$ cat config.mk
export PLATFORM = sky130hd
export DESIGN_NAME = instruction_decode_pipe_flat
export DESIGN_NICKNAME = d
export VERILOG_FILES = /design/src/rtl/instruction_decode_pkg.sv /design/src/rtl/instruction_decode_pipe_if.sv /design/src/rtl/regfile_bypass.sv /design/src/rtl/instruction_decode_pipe.sv /design/src/flat_wrapper.sv
export SDC_FILE = /design/constraint.sdc
export NUM_CORES = 2
export LEC_CHECK = 0
export CAP_MARGIN = 40
export CORE_AREA = 4 4 413 415
export DETAILED_ROUTE_END_ITERATION = 12
export DIE_AREA = 0 0 417 419
export HOLD_SLACK_MARGIN = 0.08
export PLACE_DENSITY = 0.62
export REMOVE_ABC_BUFFERS = 1
export SKIP_CTS_REPAIR_TIMING = 1
export SKIP_LAST_GASP = 1
export SLEW_MARGIN = 20
export SYNTH_ARGS = -nofsm -noshare
export SYNTH_HDL_FRONTEND = slang
export SYNTH_SLANG_ARGS = --single-unit
$ cat constraint.sdc
create_clock -name clk -period 6.6 [get_ports clk]
set_input_delay 1.32 -clock clk [delete_from_list [all_inputs] [get_ports clk]]
set_output_delay 1.32 -clock clk [all_outputs]
set_load 0.01 [all_outputs]
$ cat src/rtl/instruction_decode_pkg.sv
// instruction_decode_pkg
//   Shared definitions for the instruction decode stage: opcode values,
//   the control-signal bundle carried across the ID/EX boundary, the
//   all-zero bubble bundle and a helper that identifies the opcodes
//   whose immediate is zero-extended.
package instruction_decode_pkg;

  localparam logic [5:0] OP_RTYPE = 6'b000000;
  localparam logic [5:0] OP_LW    = 6'b100011;
  localparam logic [5:0] OP_SW    = 6'b101011;
  localparam logic [5:0] OP_BEQ   = 6'b000100;
  localparam logic [5:0] OP_J     = 6'b000010;
  localparam logic [5:0] OP_ADDI  = 6'b001000;
  localparam logic [5:0] OP_ANDI  = 6'b001100;
  localparam logic [5:0] OP_ORI   = 6'b001101;

  // Control bundle. The ALU operation code is kept outside the struct
  // because its width is a parameter of the stage.
  typedef struct packed {
    logic reg_write;
    logic mem_to_reg;
    logic jump;
    logic branch;
    logic mem_read;
    logic mem_write;
    logic reg_dst;
    logic alu_src;
  } ctrl_t;

  localparam ctrl_t BUBBLE = '0;

  // Logical immediates are zero-extended; everything else sign-extends.
  function automatic logic is_zero_ext(input logic [5:0] op);
    return (op == OP_ANDI) || (op == OP_ORI);
  endfunction

endpackage

$ cat src/rtl/instruction_decode_pipe_if.sv
// instruction_decode_pipe_if
//   Bundles the decode stage's upstream inputs (IF/ID entry, flush, WB
//   write port) and its downstream outputs (ID/EX entry, stall request).
//   master : the surrounding pipeline / testbench side.
//   slave  : the decode stage itself.
//
// Handshake: upstream presents an instruction with in_valid=1. The stage
// accepts it on a rising clock edge unless stall_out=1 in that cycle, in
// which case upstream must hold instruction/pc_incrementado/in_valid
// unchanged for the next cycle (stall_out acts as an inverted ready).
// Downstream sees one ID/EX entry per cycle, qualified by out_valid; there
// is no back-pressure from execute.
interface instruction_decode_pipe_if #(
  parameter int B       = 32,
  parameter int W       = 5,
  parameter int ALUOP_W = 6
);
  // upstream -> decode
  logic               in_valid;
  logic [B-1:0]       instruction;
  logic [B-1:0]       pc_incrementado;
  logic               flush;
  logic               RegWrite;
  logic [W-1:0]       address_write;
  logic [B-1:0]       data_write;
  // decode -> pipeline
  logic               stall_out;
  logic               out_valid;
  logic [B-1:0]       reg_data1;
  logic [B-1:0]       reg_data2;
  logic [B-1:0]       imm_ext;
  logic [W-1:0]       rs;
  logic [W-1:0]       rt;
  logic [W-1:0]       rd;
  logic [B-1:0]       pc_jump;
  logic               wb_RegWrite_out;
  logic               wb_MemtoReg_out;
  logic               m_Jump_out;
  logic               m_Branch_out;
  logic               m_MemRead_out;
  logic               m_MemWrite_out;
  logic               ex_RegDst_out;
  logic               ex_ALUSrc_out;
  logic [ALUOP_W-1:0] ex_ALUOp_out;

  modport master (
    output in_valid, instruction, pc_incrementado, flush,
           RegWrite, address_write, data_write,
    input  stall_out, out_valid, reg_data1, reg_data2, imm_ext,
           rs, rt, rd, pc_jump,
           wb_RegWrite_out, wb_MemtoReg_out, m_Jump_out, m_Branch_out,
           m_MemRead_out, m_MemWrite_out, ex_RegDst_out, ex_ALUSrc_out,
           ex_ALUOp_out
  );

  modport slave (
    input  in_valid, instruction, pc_incrementado, flush,
           RegWrite, address_write, data_write,
    output stall_out, out_valid, reg_data1, reg_data2, imm_ext,
           rs, rt, rd, pc_jump,
           wb_RegWrite_out, wb_MemtoReg_out, m_Jump_out, m_Branch_out,
           m_MemRead_out, m_MemWrite_out, ex_RegDst_out, ex_ALUSrc_out,
           ex_ALUOp_out
  );
endinterface

$ cat src/rtl/regfile_bypass.sv
// regfile_bypass
//   2**W x B register file, two combinational read ports, one write port.
//   Register 0 is hard-wired to zero. A read of the address being written
//   in the same cycle returns the write data (write-to-read bypass), so the
//   decode stage never sees a stale value from the writeback stage.
// Ports:
//   clk, reset         clock, synchronous active-low clear of all entries
//   we_i/waddr_i/wdata_i  write port (committed at the rising edge)
//   raddr1_i/raddr2_i  read addresses
//   rdata1_o/rdata2_o  read data (bypassed)
module regfile_bypass #(
  parameter int B = 32,
  parameter int W = 5
) (
  input  logic         clk,
  input  logic         reset,
  input  logic         we_i,
  input  logic [W-1:0] waddr_i,
  input  logic [B-1:0] wdata_i,
  input  logic [W-1:0] raddr1_i,
  input  logic [W-1:0] raddr2_i,
  output logic [B-1:0] rdata1_o,
  output logic [B-1:0] rdata2_o
);

  localparam int DEPTH = 2 ** W;

  logic [B-1:0] mem_q [DEPTH];
  logic         wr_live;

  // A write to r0 is dropped, so it must not be bypassed either.
  assign wr_live = we_i && (waddr_i != '0);

  always_ff @(posedge clk) begin
    if (!reset) begin
      for (int i = 0; i < DEPTH; i++) begin
        mem_q[i] <= '0;
      end
    end else if (wr_live) begin
      mem_q[waddr_i] <= wdata_i;
    end
  end

  always_comb begin
    rdata1_o = mem_q[raddr1_i];
    if (raddr1_i == '0) begin
      rdata1_o = '0;
    end else if (wr_live && (waddr_i == raddr1_i)) begin
      rdata1_o = wdata_i;
    end
  end

  always_comb begin
    rdata2_o = mem_q[raddr2_i];
    if (raddr2_i == '0) begin
      rdata2_o = '0;
    end else if (wr_live && (waddr_i == raddr2_i)) begin
      rdata2_o = wdata_i;
    end
  end

endmodule

$ cat src/rtl/instruction_decode_pipe.sv
// instruction_decode_pipe
//   Decode stage between IF/ID and execute: register file read with
//   writeback bypass, opcode decode, immediate extension, jump target,
//   load-use hazard detection and a registered ID/EX boundary.
// Ports:
//   clk    rising-edge clock
//   reset  synchronous active-low reset (clears ID/EX and the register file)
//   bus    slave side of instruction_decode_pipe_if (IF/ID entry, flush,
//          WB write port in; ID/EX entry and stall_out out)
// All ID/EX outputs have one cycle of latency; stall_out is combinational.
module instruction_decode_pipe
  import instruction_decode_pkg::*;
#(
  parameter int B       = 32,
  parameter int W       = 5,
  parameter int ALUOP_W = 6
) (
  input  logic                      clk,
  input  logic                      reset,
  instruction_decode_pipe_if.slave  bus
);

  // Instruction fields (field positions assume a 32-bit instruction).
  logic [5:0]   opcode;
  logic [5:0]   funct;
  logic [W-1:0] rs_in;
  logic [W-1:0] rt_in;
  logic [W-1:0] rd_in;
  logic [B-1:0] rf_data1;
  logic [B-1:0] rf_data2;

  assign opcode = bus.instruction[31:26];
  assign funct  = bus.instruction[5:0];
  assign rs_in  = W'(bus.instruction[25:21]);
  assign rt_in  = W'(bus.instruction[20:16]);
  assign rd_in  = W'(bus.instruction[15:11]);

  regfile_bypass #(.B(B), .W(W)) u_regfile (
    .clk      (clk),
    .reset    (reset),
    .we_i     (bus.RegWrite),
    .waddr_i  (bus.address_write),
    .wdata_i  (bus.data_write),
    .raddr1_i (rs_in),
    .raddr2_i (rt_in),
    .rdata1_o (rf_data1),
    .rdata2_o (rf_data2)
  );

  // ID/EX state
  logic               out_valid_q, out_valid_d;
  ctrl_t              ctrl_q, ctrl_d;
  logic [ALUOP_W-1:0] alu_op_q, alu_op_d;
  logic [B-1:0]       data1_q, data1_d;
  logic [B-1:0]       data2_q, data2_d;
  logic [B-1:0]       imm_q, imm_d;
  logic [W-1:0]       rs_q, rs_d;
  logic [W-1:0]       rt_q, rt_d;
  logic [W-1:0]       rd_q, rd_d;
  logic [B-1:0]       pc_jump_q, pc_jump_d;

  // Only the segment above the 256 MB jump region is taken from the PC.
  logic unused_pc_low;
  assign unused_pc_low = ^bus.pc_incrementado[27:0];

  // Opcode decode
  ctrl_t dec_ctrl;
  always_comb begin
    dec_ctrl = BUBBLE;
    case (opcode)
      OP_RTYPE: begin
        dec_ctrl.reg_write = 1'b1;
        dec_ctrl.reg_dst   = 1'b1;
      end
      OP_LW: begin
        dec_ctrl.reg_write  = 1'b1;
        dec_ctrl.mem_to_reg = 1'b1;
        dec_ctrl.mem_read   = 1'b1;
        dec_ctrl.alu_src    = 1'b1;
      end
      OP_SW: begin
        dec_ctrl.mem_write = 1'b1;
        dec_ctrl.alu_src   = 1'b1;
      end
      OP_BEQ:  dec_ctrl.branch = 1'b1;
      OP_J:    dec_ctrl.jump   = 1'b1;
      OP_ADDI, OP_ANDI, OP_ORI: begin
        dec_ctrl.reg_write = 1'b1;
        dec_ctrl.alu_src   = 1'b1;
      end
      default: dec_ctrl = BUBBLE;
    endcase
  end

  // Load-use hazard: the load sitting in ID/EX writes a register that the
  // instruction in decode reads. r0 never creates a dependency, and a
  // flushed instruction has nothing to wait for.
  logic hazard;
  assign hazard = reset
                & bus.in_valid
                & out_valid_q
                & ctrl_q.mem_read
                & ((rt_q == rs_in) | (rt_q == rt_in))
                & (rt_q != '0)
                & ~bus.flush;

  assign bus.stall_out = hazard;

  // Next ID/EX entry: a bubble (everything zero) unless a live instruction
  // is accepted this cycle.
  logic load_bubble;
  assign load_bubble = bus.flush | hazard | ~bus.in_valid;

  always_comb begin
    out_valid_d = 1'b0;
    ctrl_d      = BUBBLE;
    alu_op_d    = '0;
    data1_d     = '0;
    data2_d     = '0;
    imm_d       = '0;
    rs_d        = '0;
    rt_d        = '0;
    rd_d        = '0;
    pc_jump_d   = '0;
    if (!load_bubble) begin
      out_valid_d = 1'b1;
      ctrl_d      = dec_ctrl;
      alu_op_d    = (opcode == OP_RTYPE) ? ALUOP_W'(funct) : ALUOP_W'(opcode);
      data1_d     = rf_data1;
      data2_d     = rf_data2;
      imm_d       = is_zero_ext(opcode)
                    ? {{(B-16){1'b0}}, bus.instruction[15:0]}
                    : {{(B-16){bus.instruction[15]}}, bus.instruction[15:0]};
      rs_d        = rs_in;
      rt_d        = rt_in;
      rd_d        = rd_in;
      pc_jump_d   = {bus.pc_incrementado[B-1:28], bus.instruction[25:0], 2'b00};
    end
  end

  always_ff @(posedge clk) begin
    if (!reset) begin
      out_valid_q <= 1'b0;
      ctrl_q      <= BUBBLE;
      alu_op_q    <= '0;
      data1_q     <= '0;
      data2_q     <= '0;
      imm_q       <= '0;
      rs_q        <= '0;
      rt_q        <= '0;
      rd_q        <= '0;
      pc_jump_q   <= '0;
    end else begin
      out_valid_q <= out_valid_d;
      ctrl_q      <= ctrl_d;
      alu_op_q    <= alu_op_d;
      data1_q     <= data1_d;
      data2_q     <= data2_d;
      imm_q       <= imm_d;
      rs_q        <= rs_d;
      rt_q        <= rt_d;
      rd_q        <= rd_d;
      pc_jump_q   <= pc_jump_d;
    end
  end

  assign bus.out_valid       = out_valid_q;
  assign bus.reg_data1       = data1_q;
  assign bus.reg_data2       = data2_q;
  assign bus.imm_ext         = imm_q;
  assign bus.rs              = rs_q;
  assign bus.rt              = rt_q;
  assign bus.rd              = rd_q;
  assign bus.pc_jump         = pc_jump_q;
  assign bus.wb_RegWrite_out = ctrl_q.reg_write;
  assign bus.wb_MemtoReg_out = ctrl_q.mem_to_reg;
  assign bus.m_Jump_out      = ctrl_q.jump;
  assign bus.m_Branch_out    = ctrl_q.branch;
  assign bus.m_MemRead_out   = ctrl_q.mem_read;
  assign bus.m_MemWrite_out  = ctrl_q.mem_write;
  assign bus.ex_RegDst_out   = ctrl_q.reg_dst;
  assign bus.ex_ALUSrc_out   = ctrl_q.alu_src;
  assign bus.ex_ALUOp_out    = alu_op_q;

endmodule
$ cat src/flat_wrapper.sv
// flat-port wrapper written by rule: the top's interface ports become plain ports
module instruction_decode_pipe_flat import instruction_decode_pkg::*;
#(
  parameter int B       = 32,
  parameter int W       = 5,
  parameter int ALUOP_W = 6
)
  (clk, reset, bus_in_valid, bus_instruction, bus_pc_incrementado, bus_flush, bus_RegWrite, bus_address_write, bus_data_write, bus_stall_out, bus_out_valid, bus_reg_data1, bus_reg_data2, bus_imm_ext, bus_rs, bus_rt, bus_rd, bus_pc_jump, bus_wb_RegWrite_out, bus_wb_MemtoReg_out, bus_m_Jump_out, bus_m_Branch_out, bus_m_MemRead_out, bus_m_MemWrite_out, bus_ex_RegDst_out, bus_ex_ALUSrc_out, bus_ex_ALUOp_out);
  instruction_decode_pipe_if #(.B(B), .W(W), .ALUOP_W(ALUOP_W)) bus_i ();
  input  logic clk;
  input  logic reset;
  input wire logic [$bits(bus_i.in_valid)-1:0] bus_in_valid;
  input wire logic [$bits(bus_i.instruction)-1:0] bus_instruction;
  input wire logic [$bits(bus_i.pc_incrementado)-1:0] bus_pc_incrementado;
  input wire logic [$bits(bus_i.flush)-1:0] bus_flush;
  input wire logic [$bits(bus_i.RegWrite)-1:0] bus_RegWrite;
  input wire logic [$bits(bus_i.address_write)-1:0] bus_address_write;
  input wire logic [$bits(bus_i.data_write)-1:0] bus_data_write;
  output wire logic [$bits(bus_i.stall_out)-1:0] bus_stall_out;
  output wire logic [$bits(bus_i.out_valid)-1:0] bus_out_valid;
  output wire logic [$bits(bus_i.reg_data1)-1:0] bus_reg_data1;
  output wire logic [$bits(bus_i.reg_data2)-1:0] bus_reg_data2;
  output wire logic [$bits(bus_i.imm_ext)-1:0] bus_imm_ext;
  output wire logic [$bits(bus_i.rs)-1:0] bus_rs;
  output wire logic [$bits(bus_i.rt)-1:0] bus_rt;
  output wire logic [$bits(bus_i.rd)-1:0] bus_rd;
  output wire logic [$bits(bus_i.pc_jump)-1:0] bus_pc_jump;
  output wire logic [$bits(bus_i.wb_RegWrite_out)-1:0] bus_wb_RegWrite_out;
  output wire logic [$bits(bus_i.wb_MemtoReg_out)-1:0] bus_wb_MemtoReg_out;
  output wire logic [$bits(bus_i.m_Jump_out)-1:0] bus_m_Jump_out;
  output wire logic [$bits(bus_i.m_Branch_out)-1:0] bus_m_Branch_out;
  output wire logic [$bits(bus_i.m_MemRead_out)-1:0] bus_m_MemRead_out;
  output wire logic [$bits(bus_i.m_MemWrite_out)-1:0] bus_m_MemWrite_out;
  output wire logic [$bits(bus_i.ex_RegDst_out)-1:0] bus_ex_RegDst_out;
  output wire logic [$bits(bus_i.ex_ALUSrc_out)-1:0] bus_ex_ALUSrc_out;
  output wire logic [$bits(bus_i.ex_ALUOp_out)-1:0] bus_ex_ALUOp_out;
  assign bus_i.in_valid = bus_in_valid;
  assign bus_i.instruction = bus_instruction;
  assign bus_i.pc_incrementado = bus_pc_incrementado;
  assign bus_i.flush = bus_flush;
  assign bus_i.RegWrite = bus_RegWrite;
  assign bus_i.address_write = bus_address_write;
  assign bus_i.data_write = bus_data_write;
  assign bus_stall_out = bus_i.stall_out;
  assign bus_out_valid = bus_i.out_valid;
  assign bus_reg_data1 = bus_i.reg_data1;
  assign bus_reg_data2 = bus_i.reg_data2;
  assign bus_imm_ext = bus_i.imm_ext;
  assign bus_rs = bus_i.rs;
  assign bus_rt = bus_i.rt;
  assign bus_rd = bus_i.rd;
  assign bus_pc_jump = bus_i.pc_jump;
  assign bus_wb_RegWrite_out = bus_i.wb_RegWrite_out;
  assign bus_wb_MemtoReg_out = bus_i.wb_MemtoReg_out;
  assign bus_m_Jump_out = bus_i.m_Jump_out;
  assign bus_m_Branch_out = bus_i.m_Branch_out;
  assign bus_m_MemRead_out = bus_i.m_MemRead_out;
  assign bus_m_MemWrite_out = bus_i.m_MemWrite_out;
  assign bus_ex_RegDst_out = bus_i.ex_RegDst_out;
  assign bus_ex_ALUSrc_out = bus_i.ex_ALUSrc_out;
  assign bus_ex_ALUOp_out = bus_i.ex_ALUOp_out;
  instruction_decode_pipe #(.B(B), .W(W), .ALUOP_W(ALUOP_W)) u_core (.clk(clk), .reset(reset), .bus(bus_i));
endmodule
==> results.json <==
{
  "drive_gt1_frac": 0.2020,
  "cts_buffer_depth": 3,
  "cts_tree": "yes",
  "register_area_um2": 32930,
  "numPortBuffers": 234,
  "period_share": 0.7340,
  "slew_violations": 0,
  "cts-root-buf": "clkbuf_16",
  "ys_warn_count": 0,
  "ys_seq_area_frac": 0.5657,
  "worstMarginPinSlew_ps": 928.2,
  "final_util": 0.4046,
  "crit_buf_inv": 2,
  "cp_slowest_cell": "clkdlybuf4s50_1",
  "worstPathArrival_ps": 3520,
  "total_power_w": 0.01675,
  "die_h_um": 419,
  "cts_made_buffers": 111,
  "grt_overflow_total": 0,
  "finalCriticalPeriod_ps": 4845,
  "slew_headroom": 0.3764,
  "ys.flop_type": "edfxtp_1",
  "drt-pass1-iter-count": 5,
  "dpl.hpwl_um": 122200,
  "post-place-ws_ps": 1782,
  "power.density_nw_per_um2": 248.3,
  "synth-async-reset-ratio": 0,
  "ys_top_cells_by_area": "edfxtp_1 (53%), mux4_2 (13%), and2_1 (11%)",
  "finalWirelength_um": 190900,
  "grtUsageTotal": 0.2139,
  "irDropWorstVdd_uv": 240.8,
  "critPathRequiredTime_ps": 5280,
  "fin_worst_skew_ps": 22.80,
  "antenna_found_initial": 14,
  "setup_viol": 0,
  "routabilityCongestion": 0.8417,
  "die_x_um": 417,
  "fillers": 15270,
  "multiInputGateArea_um2": 23710,
  "top_level_ports": 265,
  "start_util": 0.3493,
  "ys_ff_latch": 1133,
  "vias": 37400,
  "synth_edf_count": 1024,
  "ant_nets": 0,
  "grt_pass1_vias": 37460,
  "cp_max_fo": 14,
  "wl_per_cell_um": 29.00,
  "coreArea_um2": 166700,
  "rsz0062_at_grt": "false",
  "yosys-top-cells-count": "edfxtp_1 (1024), and2_1 (997), mux4_2 (334), clkbuf_1 (296), mux2i_1 (248)",
  "cpPeakStageDelay_ps": 830,
  "clk_pin_slew_ps": 60,
  "finalSetupTns_ps": 0,
  "area.growth.synth_to_final_pct": 15.84,
  "syn-instance-count": 4200,
  "nets": 4384,
  "endpoint_kind": "output pin",
  "fmax_mhz": 206.4,
  "timing.critical_path.mode_cell": "clkdlybuf4s50_1",
  "postSynthAreaPerCell_um2": 13.86,
  "routed_via_density": 5.681,
  "critPathKind": "input pin to output pin",
  "path_cells": "clkdlybuf4s50_1, xor2_1, nor2_1, a22oi_1, nor3_1, clkdlybuf4s50_1",
  "crit_family": "buffers and inverters",
  "syn_area_um2": 58220,
  "yosysTopAreaCellShare": 0.5282,
  "fin_hold_ws_ps": 830.8,
  "grt_pass1_wl_um": 272600,
  "remaining_drc_errors": 0,
  "synth_top_area_cell": "edfxtp_1",
  "grt_max_degree": 107,
  "crit_path_start_kind": "input pin",
  "outcome": "finished clean",
  "maxCapViolCount": 0,
  "htree_levels": 3,
  "timing.final.ws_setup_ps": 1755,
  "worstSkewPairLatency_ps": 720,
  "clock_sinks": 1133,
  "hp-class": "register to register",
  "p_leak_nw": 23.17,
  "report.final.hold_viol_count": 0,
  "die-area_um2": 174700,
  "synth.most_common_cell": "edfxtp_1",
  "fp-row-count": 150,
  "drtIter0Drc": 4380,
  "ys_types": 56
}
==> power by group <==
part	switching, W	leakage, nW	internal (W)
Combinational	0.00109	10.7	0.000805
Sequential	0.000193	10.6	0.00819
Clock	0.00281	1.80	0.00366
Total	0.00409	23.2	0.0127
==> kinds of logic (layout without fill, tap and decap cells) <==
family	Yosys count	count (layout)	synth area share
AND/OR/NAND/NOR	1411	1411	0.1468
flip-flops	1133	1133	0.5657
multiplexers	690	690	0.1927
buffers and inverters	488	627	0.03826
AO/OA/AOI/OAI	457	457	0.05341
XOR/XNOR	20	20	0.003009
other	1	41	0.00006442
==> area by class of cell <==
type                    instances  area share
clock buffers                 156     0.04767
multi-input cells            2612      0.3516
well taps                    2204     0.04089
repair buffers                414     0.06423
flip-flops and latches       1133      0.4883
clock inverters                51    0.006642
diodes                          7   0.0002598
inverters                       6   0.0003340
==> tightest hold or removal path, delay by kind of cell, from the launching register on <==
kind	cells	cell delay, ps
DFF	1	340
AOI/OAI and AO/OA	2	170
and+or+nand+nor	1	60
muxes	1	230
==> cell usage in the layout, fill, tap and decap left out, types with 15 or more instances in the layout <==
master           instances
and2_1                 996
mux2_2                 107
dfxtp_1                109
o21ai_4                 31
clkbuf_16              117
nor2_2                  25
nor2_1                  15
nor3_1                  60
a22o_1                  63
nor2b_1                117
mux4_2                 334
a22oi_1                153
conb_1                  34
nand4_1                 33
clkdlybuf4s50_1        229
buf_8                   21
mux2i_1                248
clkinv_2                23
buf_12                  16
a211oi_1                27
clkbuf_1                25
edfxtp_1              1024
o22ai_1                 75
buf_4                  119
nand3_1                 94
a21oi_1                 98
==> flip-flops by register name, indices dropped and copies added, names as in the netlist, 6 cells and up <==
signal,flops
u_core.u_regfile.mem_q,1024
u_core.bus.reg_data1,32
u_core.bus.pc_jump,30
u_core.bus.reg_data2,32
u_core.bus.ex_ALUOp_out,6
==> metal layers <==
layer / global-route usage / wire, um / up-vias
li1: - / - / 15900
met1: 0.2746 / 75450 / 19400
met2: 0.3577 / 92730 / 1711
met3: 0.04004 / 14830 / 380
met4: 0.08689 / 7782 / 12
met5: 0 / 95 / -
==> through the flow <==
| step | std cells | cell area [um^2] |
|---|---|---|
| after floorplan | 3751 | 56140 |
| after global placement | 6315 | 62830 |
| after detailed placement | 6360 | 63670 |
| after CTS | 6567 | 67340 |
| after global routing | 6577 | 67420 |
| final | 6583 | 67430 |
==> final timing paths <==
check | from | to | slack [ps] | depth (start not counted)
max | bus_instruction[19] | bus_stall_out | 1760 | 6
min | u_core.u_regfile.mem_q[31][6] | u_core.bus.reg_data2[6] | 830 | 4
max reg2reg | u_core.bus.pc_jump[21] | u_core.bus.reg_data2[18] | 3670 | 7
min reg2reg | u_core.u_regfile.mem_q[31][6] | u_core.bus.reg_data2[6] | 830 | 4
No activity file was read; power rests on OpenSTA's default activity.
